[src/rtl/pcie_tx_mrd_req.sv]
// pcie_tx_mrd_req: splits a host DMA read (up to 4 KB) into MRd TLP requests.
// Each chunk is bounded by MRRS and by the 4 KB address boundary. A tag and
// completion-FIFO space are allocated in the tag tracker before the TLP is
// handed to the TX engine.
//
// Handshakes:
//   mrd_req/mrd_req_ready : a request transfers on a clock edge where both are 1.
//   tx_mrd_req/ack        : tx_mrd_req rises and stays high with stable
//                           addr/len/tag until the edge where ack is 1; ack is
//                           never expected while tx_mrd_req is 0.
//   pcie_tag_alloc        : single-cycle strobe, no back-pressure; the tracker
//                           signals availability beforehand via pcie_tag_full_n.
module pcie_tx_mrd_req #(
  parameter int C_PCIE_ADDR_WIDTH  = 36,
  parameter int P_FIFO_DEPTH_WIDTH = 9
) (
  input  logic                              pcie_user_clk,
  input  logic                              pcie_user_rst_n,
  input  logic                              mrd_req,
  input  logic [C_PCIE_ADDR_WIDTH-1:6]      mrd_req_addr,
  input  logic [12:6]                       mrd_req_len,
  output logic                              mrd_req_ready,
  output logic                              mrd_done,
  input  logic [2:0]                        cfg_max_rd_req_size,
  output logic                              pcie_tag_alloc,
  output logic [7:0]                        pcie_alloc_tag,
  output logic [10:6]                       pcie_tag_alloc_len,
  input  logic                              pcie_tag_full_n,
  input  logic [P_FIFO_DEPTH_WIDTH:0]       rear_full_addr,
  input  logic [P_FIFO_DEPTH_WIDTH:0]       fifo_front_addr,
  output logic                              tx_mrd_req,
  input  logic                              tx_mrd_req_ack,
  output logic [C_PCIE_ADDR_WIDTH-1:6]      tx_mrd_addr,
  output logic [9:0]                        tx_mrd_len,
  output logic [7:0]                        tx_mrd_tag
);

  localparam int AW = C_PCIE_ADDR_WIDTH - 6;
  localparam int P  = P_FIFO_DEPTH_WIDTH;

  typedef enum logic [2:0] {
    S_IDLE  = 3'd0,
    S_CALC  = 3'd1,
    S_CHECK = 3'd2,
    S_ALLOC = 3'd3,
    S_ISSUE = 3'd4,
    S_NEXT  = 3'd5
  } state_t;

  state_t          state_q, state_d;
  logic [AW-1:0]   cur_addr_q, cur_addr_d;
  logic [6:0]      remain_q, remain_d;
  logic [3:0]      chunk_q, chunk_d;
  logic [3:0]      tag_cnt_q, tag_cnt_d;
  logic [AW-1:0]   tx_addr_q, tx_addr_d;
  logic [9:0]      tx_len_q, tx_len_d;
  logic [7:0]      tx_tag_q, tx_tag_d;

  logic [3:0]      chunk_calc;
  logic [6:0]      bound_entries;
  logic [P:0]      fifo_used;
  logic [P+1:0]    fifo_free;
  logic            space_ok;
  logic            last_chunk;

  // Chunk size and FIFO space evaluation from the current registered state.
  always_comb begin
    bound_entries = 7'd64 - {1'b0, cur_addr_q[5:0]};
    case (cfg_max_rd_req_size)
      3'd0:    chunk_calc = 4'd2;
      3'd1:    chunk_calc = 4'd4;
      default: chunk_calc = 4'd8;
    endcase
    if (remain_q < {3'b000, chunk_calc})
      chunk_calc = remain_q[3:0];
    if (bound_entries < {3'b000, chunk_calc})
      chunk_calc = bound_entries[3:0];
    fifo_used  = rear_full_addr - fifo_front_addr;
    fifo_free  = {2'b01, {P{1'b0}}} - {1'b0, fifo_used};
    // A negative free count means inconsistent pointers; never allocate then.
    space_ok   = !fifo_free[P+1] && ({{(P-2){1'b0}}, chunk_q} <= fifo_free);
    last_chunk = (remain_q == {3'b000, chunk_q});
  end

  // State and datapath registers.
  always_ff @(posedge pcie_user_clk or negedge pcie_user_rst_n) begin
    if (!pcie_user_rst_n) begin
      state_q    <= S_IDLE;
      cur_addr_q <= '0;
      remain_q   <= '0;
      chunk_q    <= '0;
      tag_cnt_q  <= '0;
      tx_addr_q  <= '0;
      tx_len_q   <= '0;
      tx_tag_q   <= '0;
    end else begin
      state_q    <= state_d;
      cur_addr_q <= cur_addr_d;
      remain_q   <= remain_d;
      chunk_q    <= chunk_d;
      tag_cnt_q  <= tag_cnt_d;
      tx_addr_q  <= tx_addr_d;
      tx_len_q   <= tx_len_d;
      tx_tag_q   <= tx_tag_d;
    end
  end

  // Next-state logic.
  always_comb begin
    state_d = state_q;
    case (state_q)
      S_IDLE:  if (mrd_req) state_d = S_CALC;
      S_CALC:  state_d = S_CHECK;
      S_CHECK: if (pcie_tag_full_n && space_ok) state_d = S_ALLOC;
      S_ALLOC: state_d = S_ISSUE;
      S_ISSUE: if (tx_mrd_req_ack) state_d = S_NEXT;
      S_NEXT:  state_d = last_chunk ? S_IDLE : S_CALC;
      default: state_d = S_IDLE;
    endcase
  end

  // Datapath register updates per state.
  always_comb begin
    cur_addr_d = cur_addr_q;
    remain_d   = remain_q;
    chunk_d    = chunk_q;
    tag_cnt_d  = tag_cnt_q;
    tx_addr_d  = tx_addr_q;
    tx_len_d   = tx_len_q;
    tx_tag_d   = tx_tag_q;
    case (state_q)
      S_IDLE: begin
        if (mrd_req) begin
          cur_addr_d = mrd_req_addr;
          // A length of 0 encodes a full 4 KB (64 entries).
          remain_d   = (mrd_req_len == 7'd0) ? 7'd64 : mrd_req_len;
        end
      end
      S_CALC:  chunk_d = chunk_calc;
      S_ALLOC: begin
        tx_addr_d = cur_addr_q;
        tx_len_d  = {2'b00, chunk_q, 4'b0000};
        tx_tag_d  = {4'b0001, tag_cnt_q};
        tag_cnt_d = tag_cnt_q + 4'd1;
      end
      S_NEXT: begin
        cur_addr_d = cur_addr_q + {{(AW-4){1'b0}}, chunk_q};
        remain_d   = remain_q - {3'b000, chunk_q};
      end
      default: ;
    endcase
  end

  // Outputs decoded from state and registers.
  always_comb begin
    mrd_req_ready      = (state_q == S_IDLE);
    pcie_tag_alloc     = (state_q == S_ALLOC);
    pcie_alloc_tag     = {4'b0001, tag_cnt_q};
    pcie_tag_alloc_len = {1'b0, chunk_q};
    tx_mrd_req         = (state_q == S_ISSUE);
    tx_mrd_addr        = tx_addr_q;
    tx_mrd_len         = tx_len_q;
    tx_mrd_tag         = tx_tag_q;
    mrd_done           = (state_q == S_NEXT) && last_chunk;
  end

endmodule
[config.mk]
export PLATFORM = sky130hd
export DESIGN_NAME = pcie_tx_mrd_req
export DESIGN_NICKNAME = d
export VERILOG_FILES = /design/src/rtl/pcie_tx_mrd_req.sv
export SDC_FILE = /design/constraint.sdc
export NUM_CORES = 1
export LEC_CHECK = 0
export CELL_PAD_IN_SITES_DETAIL_PLACEMENT = 0
export CELL_PAD_IN_SITES_GLOBAL_PLACEMENT = 1
export CORE_ASPECT_RATIO = 0.75
export CORE_MARGIN = 5
export CORE_UTILIZATION = 40
export CTS_CLUSTER_DIAMETER = 150
export DETAILED_ROUTE_END_ITERATION = 10
export PLACE_DENSITY = 0.85
export SETUP_SLACK_MARGIN = 0.2
export SLEW_MARGIN = 30
export SYNTH_ARGS = -nofsm -noshare
export SYNTH_HDL_FRONTEND = slang
export SYNTH_SLANG_ARGS = --single-unit
[constraint.sdc]
create_clock -name pcie_user_clk -period 8.9 [get_ports pcie_user_clk]
set_input_delay 1.335 -clock pcie_user_clk [delete_from_list [all_inputs] [get_ports pcie_user_clk]]
set_output_delay 1.335 -clock pcie_user_clk [all_outputs]
set_load 0.02 [all_outputs]
; ---- Yosys cells after proc, flatten, opt, wreduce, memory -nomap -nowiden
; Cells that the tools add are included.
[word_totals]
regBits = 87
input_bits = 65
out_inout_bits = 65
wordCells = 50
[op_classes]
add_sub_neg = 6
n_lt_le_gt_ge = 3
n_eq_ne = 10
mux = 13
reduce_logical = 10
[ops]
columns = cell, count
row1 = one-hot mux 30 bit (2 select lines), 1
row2 = adder 30 x 4 -> 30 bit, 1
row3 = 2-to-1 mux 30 bit, 1
row4 = one-hot mux 3 bit (6 select lines), 1
row5 = less-than comparator 7 x 4 -> 1 bit, 2
row6 = 2-to-1 mux 7 bit, 2
row7 = one-hot mux 7 bit (2 select lines), 1
row8 = <= comparator 4 x 11 -> 1 bit, 1
row9 = "subtractor 10 x 10 -> 11 bit, first input constant", 1
row10 = subtractor 10 bit, 1
row11 = 2-to-1 mux 3 bit, 3
row12 = 2-to-1 mux 4 bit, 2
row13 = one-hot mux 4 bit (2 select lines), 1
row14 = equality test 7 x 4 -> 1 bit, 1
row15 = zero test 7 bit, 1
row16 = subtractor 7 x 4 -> 7 bit, 1
row17 = "subtractor 7 x 6 -> 7 bit, first input constant", 1
row18 = "equality test 3 x 1 -> 1 bit, second input constant", 2
row19 = "equality test 3 x 2 -> 1 bit, second input constant", 2
row20 = "equality test 3 bit, second input constant", 2
row21 = zero test 3 bit, 2
row22 = "adder 4 x 1 -> 4 bit, second input constant", 1
row23 = "!= test 2 bit, second input constant", 2
row24 = logical AND 1 bit, 3
row25 = other kinds (6), 6

; ---- Longest topological paths before layout
; Gate-level depths: netlist (run 1).
[logic_depth]
depth_word = 7
depth_mapped = 15
ltp_nobuf = 15

; ---- Worst setup path before layout (run 1)
; No wires, ideal clock.
[synth_timing]
path_type = input -> register
from = in rear_full_addr[0]
to = reg state_q[0]
setup_ns = 0.129
t_arrival_ns = 4.026
t_required_ns = 8.771
path_slack_ns = 4.745
path_stages = 14
n_path_buf = 0
path_cell_list = inv_1 ha_1 inv_1 fa_1 xnor2_1 nand3_1 xnor2_1 ha_1 nand2_1 o21ai_0 o21ai_0 or3_1 o31a_1 a2111o_1
[synth_via]
elab_chain_cells = 7
elab_cells_between_ends = 8
cone_classes = add/sub: 2 / order compare: 1 / eq/ne: 1 / reduce/logical: 4
[synth_rtl]
columns = item, line
row1 = from (decl), 29  ; input logic [P_FIFO_DEPTH_WIDTH:0] rear_full_addr,
row2 = subtractor 10 bit (*), 78  ; fifo_used = rear_full_addr - fifo_front_addr;
row3 = subtractor 10 x 10 -> 11 bit (*), 79  ; fifo_free = {2'b01, {P{1'b0}}} - {1'b0, fifo_used};
row4 = <= comparator 4 x 11 -> 1 bit or zero test 1 bit (tied branches), 81  ; space_ok = !fifo_free[P+1] && ({{(P-2){1'b0}}, chunk_q} <= fifo_free);
row5 = logical AND 1 bit (*), 81
row6 = logical AND 1 bit (*), 114  ; S_CHECK: if (pcie_tag_full_n && space_ok) state_d = S_ALLOC;
row7 = != test 2 bit (no source line) (*), -
row8 = AND reduction 3 bit (no source line) (*), -
row9 = to (signal assigned), 97  ; state_q <= state_d;
row10 = to (decl), 50  ; state_t state_q, state_d;
; Mark *: on every way between the ends. The rest lies on a longest branch, timed or not.
; A chain may end at the register's enable or synchronous reset.

; ---- Worst setup path after layout (run 1)
[layout_timing]
from = in cfg_max_rd_req_size[2]
to = reg chunk_q[1]
[layout_via]
elab_chain_cells = 6
elab_cells_between_ends = 7
cone_classes = order compare: 2 / eq/ne: 1 / mux: 3 / reduce/logical: 1
[layout_rtl]
columns = item, line
row1 = from (decl), 24  ; input logic [2:0] cfg_max_rd_req_size,
row2 = equality test 3 x 1 -> 1 bit or zero test 3 bit (tied branches), 69  ; case (cfg_max_rd_req_size)
row3 = one-hot mux 4 bit (2 select lines) (*), 69
row4 = less-than comparator 7 x 4 -> 1 bit, 74  ; if (remain_q < {3'b000, chunk_calc})
row5 = 2-to-1 mux 4 bit (*), 74
row6 = less-than comparator 7 x 4 -> 1 bit, 76  ; if (bound_entries < {3'b000, chunk_calc})
row7 = 2-to-1 mux 4 bit (*), 76
row8 = to (signal assigned), 100  ; chunk_q <= chunk_d;
row9 = to (decl), 53  ; logic [3:0] chunk_q, chunk_d;
; Marked as above.

==> metrics.md, run 1 <==
| Metric | Value |
|---|---|
| Status | `complete, no violations` |
| Internal power | `around 1400 uW` |
| Worst skew pair latency | `about 0.34 ns` |
| GR Overflow Total | `0` |
| Largest net degree at the start of global routing | `between 60 and 70` |
| Fin nets | `slightly above 800` |
| Commonest non-fill, non-tap cell in the layout | `nand2_1` |
| First-pass GRT wire length | `roughly 23,000 um` |
| Crit Reg-Reg Endpoint | `chunk_q[1]$_DFFE_PN0P_` |
| Vias in the first global route | `between 4,000 and 5,000` |
| Max_cap viols | `0` |
| Total track usage | `18.7%` |
| Antenna Nets Post-Route | `0` |
| Hold wc startpoint | `tx_mrd_tag[4]$_DFFE_PN0P_` |
| Logic pwr share | `about 48%` |
| Worst path cell trace | `clkdlybuf4s50_1 > nor2_1 > nand2_1 > ha_1 > o41a_1 > o21ai_0 > nand2_1 > nor2_1 > a21oi_1 > ha_1 > nor3_1 > nand4_1 > a311oi_1 > o21ai_0 > mux2_2` |
| WHS Endpoint | `tx_mrd_tag[4]$_DFFE_PN0P_` |
| WP data arrival | `around 4.9 ns` |
| Tightest Pin Transition | `0.828 ns` |
| CTS Buf Count | `9` |
| Post-Syn Area | `~0.0052 mm2` |
| Post-CTS setup buffers | `0` |
| Final Util | `between 50% and 60%` |
| CP delay by family, top | `compound AO/OA/AOI/OAI gates` |
| H-tree levels | `3` |
| Worst setup EP type | `flip-flop` |
| Via Count | `between 4,000 and 5,000` |
| Flop pwr share | `between 30% and 40%` |
| Hold Path Cell Cnt | `1` |
| Ys Warns | `0` |
| Row cnt | `36` |
| Synthesis-to-layout area growth | `30.6%` |
| Fin crit share | `51.9%` |
| Post-Layout Cell Count | `between 800 and 900` |
| Syn avg cell area | `roughly 8.5 um2` |
| Metal3 WL | `887 um` |
| Startpoint Class | `input port` |
| Bufs on Longest Clock Path | `2` |
| Min-Delay Path Class | `flip-flop to flip-flop` |
| Initial Util | `40.5%` |
| Layout cells sized above 1 | `4.31%` |
| Fin crit period | `about 4.6 ns` |
| Reg2reg start | `remain_q[2]$_DFFE_PN0P_` |
| Maximum vdd drop | `0.000185 V` |
| Leak Pwr | `0.00302 uW` |
| Fmax | `between 200 and 250 MHz` |
| Worst path buffer plus inverter count | `1` |
| Length of routed met2 wiring | `6400 um` |
| Placer Congestion | `about 0.87` |
| First DRT Iteration DRCs | `~340` |
| Die width | `between 100 and 150 um` |
| Worst reg2reg path depth | `12` |
| Remaining DRCs | `0` |
| Commonest non-fill, non-tap cells in the layout | `nand2_1, clkdlybuf4s50_1, dfrtp_1` |
| Asr flop ratio synth | `100%` |
| Seq/Total Area, Yosys | `about two fifths` |
| Fillers | `about 1,200` |
| Post_cts resized | `0` |
| Clk sinks | `between 80 and 90` |
| CTS tree | `yes` |
| Sw Pwr | `approximately 1000 uW` |
| # IOs | `130` |
| # port buffers | `115` |
| Sw Share | `42.1%` |
| Hold_buf cts | `0` |
| WL/cell | `~16 um` |
| Die Ht | `109 um` |
| Reg2Reg Setup Slack | `5.54 ns` |
| Clock Pin Slew Worst Setup and Hold Paths | `approximately 0.06 ns` |
| Headroom to the max-slew limit | `approximately 45%` |
| Placed insts | `about 900` |
| WL met1 | `6920 um` |
| DP HPWL | `between 10,000 and 15,000 um` |
| Clock skew | `0.00492 ns` |
| Pins Over Slew Limit | `0` |
| Synth Instances | `slightly above 600` |
| Number of detailed-route iterations in the first pass | `6` |
| CP required | `9.13 ns` |
| Setup Viol. Count Final | `0` |
| Crit Path Class | `input port to flip-flop` |
| Drt total wl | `14,400 um` |
| Min Hold Slack | `roughly 0.46 ns` |
| Core area | `roughly 0.013 mm2` |
| Count of antenna diodes in the layout | `0` |
| Antenna violations before repair | `0` |
| #FFs+latches synth | `87` |
| Pwr Density | `about 350 mW/mm2` |
| Worst-path maximum fanout | `8` |
| Prevailing post-synth register cell | `dfrtp_1` |
| Unrepaired setup endpoints after global routing | `false` |
| Total negative slack | `0 ns` |
| Final Hold Vio Count | `0` |
| Post-synth EDFFs | `0` |
| Crit-path slowest cell | `a311oi_1` |
| Clock power share | `19.4%` |
| Root Driver | `clkbuf_16` |
| Crit-path max cell delay | `just over 0.7 ns` |
| Distinct cell type count after synthesis | `57` |
| Total Die Area | `roughly 0.015 mm2` |
| Top routing layer in use | `met4` |
| Vias/cell | `5.33` |
## state kept, by name (all words and copies together), names as in the netlist
name and count:
cur_addr_q 30, tx_mrd_addr 30, remain_q 7, tx_mrd_tag 5
chunk_q 4, tag_cnt_q 4, tx_mrd_len 4, state_q 3
## Yosys cell counts (5+ instances only)
library cell	number	area share (%)
a31oi_1	8	0.96
clkbuf_1	20	1.4
nand2b_1	7	0.84
a21o_1	10	1.4
a211oi_1	17	2.4
nand2_1	144	10
a21oi_1	28	2.7
buf_4	14	2.0
ha_1	29	7.0
nor2_1	52	3.7
nand4_1	5	0.60
o311ai_0	7	1.2
nand3_1	14	1.3
inv_1	30	2.2
dfrtp_1	87	42
o22ai_1	6	0.72
or3_1	5	0.60
a311oi_1	6	1.0
xnor2_1	17	2.9
nor3_1	19	1.8
o21ai_0	28	2.7
## metal layers
metal | GRT usage (%) | vias to the layer above
met5 | 0 | -
li1 | - | 2316
met2 | 28.6 | 136
met1 | 27.4 | 2281
met4 | 4.59 | 0
met3 | 3.51 | 17
## power groups by stage
stage / Clock [uW] / Combinational, uW / Sequential, uW
2_1_floorplan: 0 / 637 / 833
3_3_place_gp: 0 / 1090 / 782
3_5_place_dp: 0 / 1130 / 791
4_1_cts: 465 / 1130 / 784
5_1_grt: 479 / 1260 / 818
6_report: 460 / 1130 / 786
## through the flow
step | power [uW] | worst slack [ns] | area, um2
2_1_floorplan | 1470 | 4.75 | 5260
3_3_place_gp | 1870 | 4.12 | 6450
3_5_place_dp | 1920 | 3.94 | 6450
4_1_cts | 2380 | 4.30 | 6810
5_1_grt | 2560 | 3.93 | 6820
6_report | 2370 | 4.28 | 6820
## worst register-to-register path, cell delays in order (launching register included)
cell and delay (ns):
dfrtp_1 0.44, ha_1 0.32, o41a_1 0.11, o21ai_0 0.34
nand2_1 0.20, nor2_1 0.13, a21oi_1 0.06, ha_1 0.21
nor3_1 0.19, nand4_1 0.11, a311oi_1 0.72, o21ai_0 0.14
mux2_2 0.28
## logic make-up after synthesis
logic type / after synthesis / share of synthesized area (%)
mux: 5 / 1.01
flops: 87 / 41.7
buf+inv: 70 / 6.21
xor+xnor: 20 / 3.36
other cells: 2 / 0.144
fa+ha+maj: 32 / 8.11
simple gates: 273 / 23.6
compound gates: 124 / 15.8
## area by class of cell
cell class / instances / area [um2] / area share [%]
Clock buffer: 9 / 225 / 3.30
Clock inverter: 6 / 134 / 1.96
Inverter: 30 / 113 / 1.65
Multi-Input combinational cell: 468 / 2770 / 40.6
Sequential cell: 87 / 2180 / 31.9
Tap cell: 171 / 214 / 3.14
Timing Repair Buffer: 120 / 1190 / 17.4
## worst max path at each step
stage / to / from / cells after the start
2_1_floorplan: state_q[0]$_DFFE_PN0P_ / rear_full_addr[0] / 14
3_3_place_gp: chunk_q[1]$_DFFE_PN0P_ / cfg_max_rd_req_size[2] / 15
3_5_place_dp: chunk_q[1]$_DFFE_PN0P_ / cfg_max_rd_req_size[2] / 15
4_1_cts: chunk_q[1]$_DFFE_PN0P_ / cfg_max_rd_req_size[2] / 15
5_1_grt: chunk_q[1]$_DFFE_PN0P_ / cfg_max_rd_req_size[2] / 15
6_report: chunk_q[1]$_DFFE_PN0P_ / cfg_max_rd_req_size[2] / 15
Power figures use the tool's default switching activity.
==> run 2, diff against run 1 <==
--- a/config.mk
+++ b/config.mk
@@ -9,10 +9,10 @@
 export CELL_PAD_IN_SITES_GLOBAL_PLACEMENT = 1
 export CORE_ASPECT_RATIO = 0.75
 export CORE_MARGIN = 5
-export CORE_UTILIZATION = 40
+export CORE_UTILIZATION = 33
 export CTS_CLUSTER_DIAMETER = 150
 export DETAILED_ROUTE_END_ITERATION = 10
-export PLACE_DENSITY = 0.85
+export PLACE_DENSITY = 0.75
 export SETUP_SLACK_MARGIN = 0.2
 export SLEW_MARGIN = 30
 export SYNTH_ARGS = -nofsm -noshare
==> constraint.sdc (replaced) <==
create_clock -name pcie_user_clk -period 3.9 [get_ports pcie_user_clk]
set_input_delay 0.585 -clock pcie_user_clk [delete_from_list [all_inputs] [get_ports pcie_user_clk]]
set_output_delay 0.585 -clock pcie_user_clk [all_outputs]
set_load 0.02 [all_outputs]
==> metrics.md, run 2 (same netlist as run 1, synthesis figures left out) <==
| Metric | Value |
|---|---|
| First-pass GRT wire length | `~24,000 um` |
| Worst Setup EP | `state_q[0]$_DFFE_PN0P_` |
| Startpoint Class | `input port` |
| Final Power | `5350 uW` |
| First DRT Iteration DRCs | `408` |
| Final Hold Vio Count | `0` |
| Crit Path Class | `input port to flip-flop` |
| Leak Pwr | `0.00303 uW` |
| Post_cts resized | `0` |
| DP HPWL | `~11,000 um` |
| Worst skew pair latency | `roughly 0.34 ns` |
| Clk sinks | `between 80 and 90` |
| Headroom to the max-slew limit | `a little under three fifths` |
| Vias/cell | `approximately 5.2` |
| Min-Delay Path Class | `input port to asynchronous set/reset pin` |
| Worst-path maximum fanout | `2` |
| Tightest Pin Transition | `around 0.64 ns` |
| Fin area | `roughly 0.007 mm2` |
| Row cnt | `39` |
| Status | `complete, no violations` |
| Pins Over Slew Limit | `0` |
| Fin crit period | `about 3.5 ns` |
| Initial Util | `roughly 34%` |
| CP required | `slightly above 4 ns` |
| Antenna Nets Post-Route | `0` |
| Fmax | `282 MHz` |
| Commonest non-fill, non-tap cell in the layout | `nand2_1` |
| Commonest non-fill, non-tap cells in the layout | `nand2_1, clkdlybuf4s50_1, dfrtp_1` |
| H-tree levels | `3` |
| GR Overflow Total | `0` |
| Antenna violations before repair | `0` |
| Max_cap viols | `0` |
| Fin nets | `just over 800` |
| Remaining DRCs | `0` |
| Clock skew | `roughly 0.0085 ns` |
| Count of antenna diodes in the layout | `0` |
| Hold_buf cts | `0` |
| Setup Viol. Count Final | `0` |
| WP data arrival | `approximately 3.8 ns` |
| Vias in the first global route | `4,634` |
| Crit path from | `fifo_front_addr[0]` |
| Layout cells sized above 1 | `5.60%` |
| Die Ht | `between 100 and 150 um` |
| Core area | `between 0.015 and 0.02 mm2` |
| Via Count | `slightly below 5,000` |
| Reg2Reg Setup Slack | `roughly 1 ns` |
| Total Die Area | `0.0185 mm2` |
| Worst setup EP type | `flip-flop` |
| Die width | `155 um` |
| Maximum vdd drop | `0.000246 V` |
| Number of detailed-route iterations in the first pass | `4` |
| Synthesis-to-layout area growth | `31.9%` |
| Worst reg2reg path depth | `13` |
| Clock Pin Slew Worst Setup and Hold Paths | `approximately 0.060 ns` |
| Largest net degree at the start of global routing | `53` |
| Total track usage | `16.4%` |
| # IOs | `130` |
| Drt total wl | `between 15,000 and 20,000 um` |
| CTS tree | `yes` |
| # port buffers | `roughly 120` |
| Pwr Density | `777 mW/mm2` |
| Bufs on Longest Clock Path | `2` |
| Reg2reg start | `remain_q[1]$_DFFE_PN0P_` |
| Crit Reg-Reg Endpoint | `chunk_q[0]$_DFFE_PN0P_` |
| WL/cell | `between 15 and 20 um` |
| Placed Area | `roughly 0.0066 mm2` |
| Root Driver | `clkbuf_16` |
| Unrepaired setup endpoints after global routing | `false` |
| Post-CTS setup buffers | `0` |
| CTS Buf Count | `9` |
| Placer Congestion | `roughly 0.87` |
| Fin crit share | `between 90% and 100%` |
run 2: cell type report:
cell class / instances / area, um2
inverter: 30 / 113
clock buffer: 10 / 239
fill: 1525 / 8490
multi-input combinational: 468 / 2760
timing repair buffer: 131 / 1270
tap: 205 / 256
clock inverter: 6 / 68.8
sequential: 87 / 2180
run 2: report_power, final:
part	leakage [uW]	total [uW]	internal (uW)	switching [uW]
combinational	0.00184	2650	1180	1480
sequential	0.00105	1800	1330	477
clock	0.000137	890	516	374
total	0.00303	5350	3020	2330
run 2: critical path, stage by stage:
cell	delay [ns]
clkdlybuf4s50_1	0.46
ha_1	0.16
inv_1	0.07
fa_1	0.40
xnor2_1	0.19
nand3_1	0.14
xnor2_1	0.15
ha_1	0.30
nand2_1	0.07
o21ai_0	0.15
o21ai_0	0.12
or3_1	0.36
o31a_1	0.28
a2111o_1	0.33
run 2: stage by stage:
| step | TNS, ns | worst slack (ns) | hold slack [ns] | util (%) | instances |
|---|---|---|---|---|---|
| after floorplan | 0 | 0.495 | 0.289 | - | 625 |
| after global placement | 0 | 0.0764 | 0.448 | 42.7 | 920 |
| after detailed placement | -0.0244 | -0.0244 | 0.453 | 42.7 | 920 |
| after CTS | 0 | 0.330 | 0.284 | 44.7 | 936 |
| after global routing | 0 | 0.196 | 0.311 | 44.8 | 937 |
| final | 0 | 0.354 | 0.258 | 44.8 | 937 |
run 2: layer usage:
metal / GRT usage (%) / wire length, um / vias up
met4: 4.21 / 218 / 0
met5: 0 / 0 / -
li1: - / - / 2334
met1: 24.4 / 7400 / 2317
met2: 24.3 / 6490 / 159
met3: 3.26 / 999 / 18
run 2: how the worst min path moves through the flow:
stage          cells after the start  slack (ns)                       from                        end
3_5_place_dp                       1        0.45  tx_mrd_tag[4]$_DFFE_PN0P_  tx_mrd_tag[4]$_DFFE_PN0P_
2_1_floorplan                      0        0.29            pcie_user_rst_n     chunk_q[0]$_DFFE_PN0P_
3_3_place_gp                       1        0.45  tx_mrd_tag[4]$_DFFE_PN0P_  tx_mrd_tag[4]$_DFFE_PN0P_
4_1_cts                            1        0.28            pcie_user_rst_n  tx_mrd_tag[4]$_DFFE_PN0P_
6_report                           1        0.26            pcie_user_rst_n  tx_mrd_len[5]$_DFFE_PN0P_
5_1_grt                            1        0.31            pcie_user_rst_n  tx_mrd_len[5]$_DFFE_PN0P_
